File: src/rtl/baccarat_pkg.sv
// Shared types, thresholds and card/score helpers for the baccarat controller.
package baccarat_pkg;

  typedef enum logic [3:0] {
    S_IDLE,
    S_P1,
    S_D1,
    S_P2,
    S_D2,
    S_EVAL,
    S_P3,
    S_DDEC,
    S_D3,
    S_RESULT,
    S_DONE
  } state_t;

  localparam logic [3:0] NATURAL_MIN = 4'd8;
  localparam logic [3:0] DRAW_MAX    = 4'd5;

  // Face cards and tens count as zero; rank 0 (no card) also maps to zero.
  function automatic logic [3:0] card_value(input logic [31:0] rank);
    return (rank >= 32'd10) ? 4'd0 : rank[3:0];
  endfunction

  function automatic logic [3:0] clamp9(input logic [31:0] score);
    return (score > 32'd9) ? 4'd9 : score[3:0];
  endfunction

endpackage

File: src/rtl/dealer_draw_rule.sv
// Dealer third-card tableau: given the dealer score and the player's third-card
// value, decides whether the dealer draws.
module dealer_draw_rule (
  input  logic [3:0] dscore,
  input  logic [3:0] card_val,
  output logic       draw
);

  always_comb begin
    draw = 1'b0;
    case (dscore)
      4'd0, 4'd1, 4'd2: draw = 1'b1;
      4'd3:             draw = (card_val != 4'd8);
      4'd4:             draw = (card_val >= 4'd2) && (card_val <= 4'd7);
      4'd5:             draw = (card_val >= 4'd4) && (card_val <= 4'd7);
      4'd6:             draw = (card_val >= 4'd6) && (card_val <= 4'd7);
      default:          draw = 1'b0;
    endcase
  end

endmodule

File: src/rtl/baccarat_ctrl.sv
// Baccarat round sequencer: issues card-load strobes, applies drawing rules to
// the datapath scores and latches the win lights at the end of the round.
module baccarat_ctrl
  import baccarat_pkg::*;
#(
  parameter int SCORE_W = 4,
  parameter int CARD_W  = 4
) (
  input  logic               slow_clock,
  input  logic               resetb,
  input  logic [SCORE_W-1:0] pscore,
  input  logic [SCORE_W-1:0] dscore,
  input  logic [CARD_W-1:0]  pcard3,
  output logic               load_pcard1,
  output logic               load_pcard2,
  output logic               load_pcard3,
  output logic               load_dcard1,
  output logic               load_dcard2,
  output logic               load_dcard3,
  output logic               player_win_light,
  output logic               dealer_win_light,
  output logic               done
);

  state_t     state_reg;
  state_t     state_next;
  logic       player_light_reg;
  logic       dealer_light_reg;
  logic [3:0] pscore_c;
  logic [3:0] dscore_c;
  logic [3:0] pcard3_val;
  logic       dealer_draw;

  assign pscore_c   = clamp9(32'(pscore));
  assign dscore_c   = clamp9(32'(dscore));
  assign pcard3_val = card_value(32'(pcard3));

  dealer_draw_rule u_dealer_draw_rule (
    .dscore   (dscore_c),
    .card_val (pcard3_val),
    .draw     (dealer_draw)
  );

  always_ff @(posedge slow_clock) begin
    if (resetb) begin
      state_reg        <= S_IDLE;
      player_light_reg <= 1'b0;
      dealer_light_reg <= 1'b0;
    end else begin
      state_reg <= state_next;
      // Scores are final in S_RESULT; the lights land with the move to S_DONE.
      if (state_reg == S_RESULT) begin
        player_light_reg <= (pscore_c >= dscore_c);
        dealer_light_reg <= (dscore_c >= pscore_c);
      end
    end
  end

  always_comb begin
    state_next = state_reg;
    case (state_reg)
      S_IDLE:   state_next = S_P1;
      S_P1:     state_next = S_D1;
      S_D1:     state_next = S_P2;
      S_P2:     state_next = S_D2;
      S_D2:     state_next = S_EVAL;
      S_EVAL: begin
        if ((pscore_c >= NATURAL_MIN) || (dscore_c >= NATURAL_MIN))
          state_next = S_RESULT;
        else if (pscore_c <= DRAW_MAX)
          state_next = S_P3;
        else if (dscore_c <= DRAW_MAX)
          state_next = S_D3;
        else
          state_next = S_RESULT;
      end
      S_P3:     state_next = S_DDEC;
      S_DDEC:   state_next = dealer_draw ? S_D3 : S_RESULT;
      S_D3:     state_next = S_RESULT;
      S_RESULT: state_next = S_DONE;
      S_DONE:   state_next = S_DONE;
      default:  state_next = S_IDLE;
    endcase
  end

  assign load_pcard1      = (state_reg == S_P1);
  assign load_dcard1      = (state_reg == S_D1);
  assign load_pcard2      = (state_reg == S_P2);
  assign load_dcard2      = (state_reg == S_D2);
  assign load_pcard3      = (state_reg == S_P3);
  assign load_dcard3      = (state_reg == S_D3);
  assign done             = (state_reg == S_DONE);
  assign player_win_light = player_light_reg;
  assign dealer_win_light = dealer_light_reg;

endmodule

File: config.mk
export PLATFORM = sky130hd
export DESIGN_NAME = baccarat_ctrl
export DESIGN_NICKNAME = d
export VERILOG_FILES = /design/src/rtl/baccarat_pkg.sv /design/src/rtl/dealer_draw_rule.sv /design/src/rtl/baccarat_ctrl.sv
export SDC_FILE = /design/constraint.sdc
export NUM_CORES = 1
export LEC_CHECK = 0
export ABC_AREA = 1
export CORE_MARGIN = 2
export CORE_UTILIZATION = 38
export DETAILED_ROUTE_END_ITERATION = 8
export PLACE_DENSITY = 0.73
export SETUP_SLACK_MARGIN = 0.2
export SYNTH_ARGS = -nofsm -noshare
export SYNTH_HDL_FRONTEND = slang
export SYNTH_HIERARCHICAL = 1
export SYNTH_SLANG_ARGS = --single-unit
File: constraint.sdc
create_clock -name slow_clock -period 1.2 [get_ports slow_clock]
set_input_delay 0.18 -clock slow_clock [delete_from_list [all_inputs] [get_ports slow_clock]]
set_output_delay 0.18 -clock slow_clock [all_outputs]
set_load 0.01 [all_outputs]
# Word level (Yosys, flattened, before mapping)
# Index checks and enable logic that the tools add are counted.
# totals
reg_bits,6
out_inout_bits,9
input_bits,14
# classes
magnitude_cmp,13
n_mux,9
n_eq_ne,17
reduce_logical,8
# op_table
operator,n
$pmux 4 s10,1
$eq 4x3->1 const B,7
$mux 4,5
$eq 4x2->1 const B,4
$eq 4x4->1 const B,3
$ge 4x4->1 const B,3
$le 4x3->1 const B,3
$eq 4x1->1 const B,2
$ge 4x3->1 const B,2
$ge 4x4->1,2
$gt 4x4->1 const B,2
$logic_not 4->1,2
$pmux 1 s5,1
$ge 4x2->1 const B,1
$ne 4x4->1 const B,1
$logic_and 1x1->1,3
$reduce_or 3->1,1
$mux 1,2
$reduce_or 2->1,1
$logic_or 1x1->1,1

# Logic depth before layout (Yosys ltp)
# depth
depth_word,7
depth_mapped,12

# By module
# Netlist, hierarchy kept.
# modules_own_cells
mod,n_inst,area_per_inst_um2,cells_each
baccarat_ctrl,1,543.0,96
dealer_draw_rule,1,70.1,16

# Least setup slack after synthesis
# Ideal clock, no wire load.
# synth_path
path_type,input to register
from,input port dscore[2]
to,register state_reg[0]
arrival_time_ns,1.158
required_ns,1.130
n_path_buf,0
slack_ns,-0.028
setup_ns,0.070
stages,11
path_cell_list,o21ai_0 inv_1 nor2_1 inv_1 a21oi_1 nand2_1 nand2_1 a21oi_2 nor3_1 nor2_1 a21oi_1
# synth_via
elab_chain_len,7
elab_cells_between_ends,19
classes_between,3 x order compare; 6 x eq/ne; 7 x mux; 3 x reduce/logical
# synth_lines
element,line,rtl
start: declaration,baccarat_ctrl.sv:12,"input logic [SCORE_W-1:0] dscore,"
$gt 4x4->1 (*),baccarat_pkg.sv:27,return (score > 32'd9) ? 4'd9 : score[3:0];
$mux 4 (*),baccarat_pkg.sv:27,
net dscore_c[1],baccarat_ctrl.sv:30,logic [3:0] dscore_c;
$eq 4x1->1 (tied with other cells),dealer_draw_rule.sv:11,case (dscore)
$reduce_or 3->1,dealer_draw_rule.sv:11,
$pmux 1 s5 (*),dealer_draw_rule.sv:11,
net dealer_draw,baccarat_ctrl.sv:32,logic dealer_draw;
$mux 1 (*),baccarat_ctrl.sv:78,S_DDEC: state_next = dealer_draw ? S_D3 : S_RESULT;
$pmux 4 s10 (*),baccarat_ctrl.sv:61,case (state_reg)
end signal: assignment,baccarat_ctrl.sv:50,state_reg <= state_next;
end: declaration,baccarat_ctrl.sv:25,state_t state_reg;
# Mark *: on every way through the listed nets, which the timed path passes. The rest lies on a longest branch.
# A chain may end at the register's enable or synchronous reset.

# Worst setup path after layout
# layout_path
from,register state_reg[0]
to,output port load_pcard1
# layout_via
elab_chain_len,1
# layout_lines
element,line,rtl
$eq 4x1->1,baccarat_ctrl.sv:86,assign load_pcard1 = (state_reg == S_P1);
end: declaration,baccarat_ctrl.sv:14,"output logic load_pcard1,"
# Every way passes these cells.

==> impl_metrics.env <==
export IMPL_fmax_mhz=786.6
export IMPL_fp_coreArea_mm2=0.001506
export IMPL_crit_path_max_fanout=6
export IMPL_port_buffers=22
export IMPL_vias=884
export IMPL_clk_latency_ns=0.25
export IMPL_clk_pin_slew_worst_paths_ns=0.05
export IMPL_total_power_uw=753.7
export IMPL_worst_pin_slew_ns=0.2918
export IMPL_remaining_drc_errors=0
export IMPL_fill_cells=106
export IMPL_synth_seq_cells=6
export IMPL_clock_path_buffers=2
export IMPL_first_pass_iters=4
export IMPL_hold_class="input pin to flip-flop"
export IMPL_min_path_cells=5
export IMPL_htree_num_levels=1
export IMPL_cts_tree="yes"
export IMPL_reg2reg_depth=8
export IMPL_grt_pass1_vias=859
export IMPL_cp_start_kind="flip-flop"
export IMPL_holdPathEnd="state_reg[0]"
export IMPL_ys_seq_area_share_pct=19.59
export IMPL_postRouteWirelength_mm=2.297
export IMPL_avgViaCountPerCell=5.110
export IMPL_fin_crit_sh_pct=105.9
export IMPL_synth_area_leaders="dfxtp_1 (20%), nand2_1 (16%), inv_1 (15%), nor2_1 (13%), ha_1 (8.2%)"
export IMPL_die_y_um=44.17
export IMPL_grt_pass1_wl_mm=3.525
export IMPL_holdCritStartpoint="dscore[2]"
export IMPL_peakVddDrop_uv=543.9
export IMPL_grt_max_degree=7
export IMPL_grt_total_usage_pct=24.35
export IMPL_synth_distinct_cells=19
export IMPL_numCtsBuffers=3
export IMPL_yosys_area_top_type="dfxtp_1"
export IMPL_wl_per_cell_um=13.28
export IMPL_rsz0062_at_grt="yes"
export IMPL_status="finished with violations"
export IMPL_fin_util_pct=74.09
export IMPL_skew_ns=0.008325
export IMPL_std_cell_rows=14
export IMPL_finalSetupViolCount=4
export IMPL_setup_slack_ns=-0.07132
export IMPL_regToRegSetupSlack_ns=0.03
export IMPL_ant_nets=0
export IMPL_relSlewSlack_pct=80.50
export IMPL_gp_congestion=0.8101
export IMPL_critPathMaxStageDelay_ns=0.40
export IMPL_hold_viol=0
export IMPL_crit_arrival_ns=1.09
export IMPL_ios=23
export IMPL_path_cells="buf_6, nand2_4, nor2_2, buf_2"
export IMPL_yosysWarnings=6
export IMPL_syn_num_nets=130
export IMPL_cp_data_required_time_ns=1.02
export IMPL_ctsRootBufferMaster="clkbuf_4"
export IMPL_p_per_area_mw_per_mm2=675.3
export IMPL_r2r_start="state_reg[3]"
export IMPL_drive_gt1_share_pct=52.23
export IMPL_timing_rr_end="state_reg[3]"
export IMPL_endpoint_kind="output port"
export IMPL_failed_checks="negative setup slack"
export IMPL_maxCapViolCount=0
export IMPL_fin_crit_ns=1.271
export IMPL_cpMaxStageDelayCell="dfxtp_4"
export IMPL_drv_slew=0
export IMPL_syn_inst=112
export IMPL_syn_area_per_cell_um2=5.474
export IMPL_initial_core_util_pct=40.70
export IMPL_nNetsFinal=177
export IMPL_dpl_hpwl_mm=1.478
export IMPL_diodes=0
export IMPL_largest_register_ffs=4
export IMPL_timing_critical_path_buf_inv=2
export IMPL_synthesis_area_um2=613.1
export IMPL_crit_family="flip-flops"
export IMPL_grt_ovfl_total=0
export IMPL_antenna_found_initial=0
export IMPL_path_class="flip-flop to output port"
export IMPL_clkSinkCount=6
export IMPL_p_leak_nw=0.6089
export IMPL_syn_to_final_growth_pct=82.04
export IMPL_synth_top_area_share_pct=19.59
export IMPL_fp_dieW_um=44.17
export IMPL_drt_iter0_drc=21
export IMPL_fp_dieArea_mm2=0.001951
[power breakdown]
| part | switching, mW | internal (mW) |
|---|---|---|
| clock network | 0.0791 | 0.114 |
| logic | 0.177 | 0.152 |
| registers | 0.0237 | 0.209 |
| total | 0.280 | 0.474 |
[cell usage in the layout, fill, tap and decap left out, drive strengths merged]
cell type,n
clkdlybuf4s15,1
dfxtp,6
nand2,29
nand3,3
nor3b,1
o21ai,7
nor2,24
clkbuf,7
a31oi,1
ha,4
clkdlybuf4s50,1
nor3,3
dlygate4sd2,3
o21bai,1
inv,25
and2,1
a21oi,6
buf,34
[cells in the mapped netlist]
| library cell | n |
|---|---|
| nor3_2 | 1 |
| ha_1 | 4 |
| nor3_1 | 2 |
| and2_1 | 1 |
| o21ai_1 | 1 |
| inv_1 | 25 |
| clkbuf_1 | 1 |
| a21oi_2 | 1 |
| nor3b_1 | 1 |
| a31oi_1 | 1 |
| nand3_1 | 3 |
| dfxtp_1 | 6 |
| nand2_1 | 26 |
| nand2_2 | 3 |
| a21oi_1 | 5 |
| o21bai_1 | 1 |
| o21ai_0 | 6 |
| nor2_2 | 3 |
| nor2_1 | 21 |
[kinds of logic (layout without fill, tap and decap cells)]
| family | after synthesis | in the layout | synth area share (%) |
|---|---|---|---|
| adders and majority gates | 4 | 4 | 8.164 |
| buffers and inverters | 26 | 71 | 15.92 |
| and+or+nand+nor | 61 | 61 | 42.86 |
| AOI/OAI and AO/OA | 15 | 15 | 13.47 |
| DFF | 6 | 6 | 19.59 |
[metal layers]
| layer | routed length [µm] | vias up | GRT usage (%) | part of all wire, % |
|---|---|---|---|---|
| met5 | 0 | - | 0 | 0 |
| met4 | 108 | 0 | 7.879 | 4.7 |
| met3 | 168 | 11 | 5.306 | 7.3 |
| met2 | 1141 | 39 | 45.29 | 50 |
| met1 | 879 | 404 | 27.11 | 38 |
| li1 | - | 430 | - | - |
[tightest hold or removal path, delay by kind of cell]
kind | cells | cell delay, ns
AOI/OAI and AO/OA | 1 | 0.07
buffers and inverters | 1 | 0.10
and+or+nand+nor | 3 | 0.22
[final cells by class]
cell class / instances / area, µm² / area share [%]
inverters: 25 / 96.34 / 8.632
flip-flops and latches: 6 / 135.1 / 12.11
multi-input cells: 80 / 513.0 / 45.96
repair buffers: 43 / 329.1 / 29.48
clock buffers: 3 / 22.52 / 2.018
well taps: 16 / 20.02 / 1.794
[worst max path at each step]
stage | from | end | slack (ns) | cells past startpoint
2_1_floorplan | dscore[2] | state_reg[0] | 0.04 | 11
3_3_place_gp | dscore[2] | dealer_win_light | -0.52 | 11
3_5_place_dp | dscore[2] | state_reg[0] | -0.68 | 12
4_1_cts | state_reg[2] | load_pcard1 | 0.01 | 4
5_1_grt | state_reg[3] | load_pcard1 | -0.11 | 4
6_report | state_reg[0] | load_pcard1 | -0.07 | 4
[what timing repair did]
item	4_1_cts	5_1_grt
resized for setup	97	26
pin swaps	28	16
setup buffers	7	0
endpoints found under the hold margin	0	0
hold buffers	0	0
setup endpoints to repair	15	15
[metrics by stage]
stage | std cells | area (µm²) | setup TNS (ns) | hold slack (ns) | setup slack [ns]
after floorplan | 112 | 623.1 | 0 | 0.2491 | 0.03788
after global placement | 163 | 964.7 | -2.997 | 0.5180 | -0.5199
after detailed placement | 163 | 964.7 | -3.612 | 0.5328 | -0.6767
after CTS | 173 | 1076 | 0 | 0.3165 | 0.01034
after global routing | 173 | 1116 | -0.4662 | 0.3801 | -0.1124
final | 173 | 1116 | -0.1027 | 0.3610 | -0.07132
(Power assumes the default switching activity.)
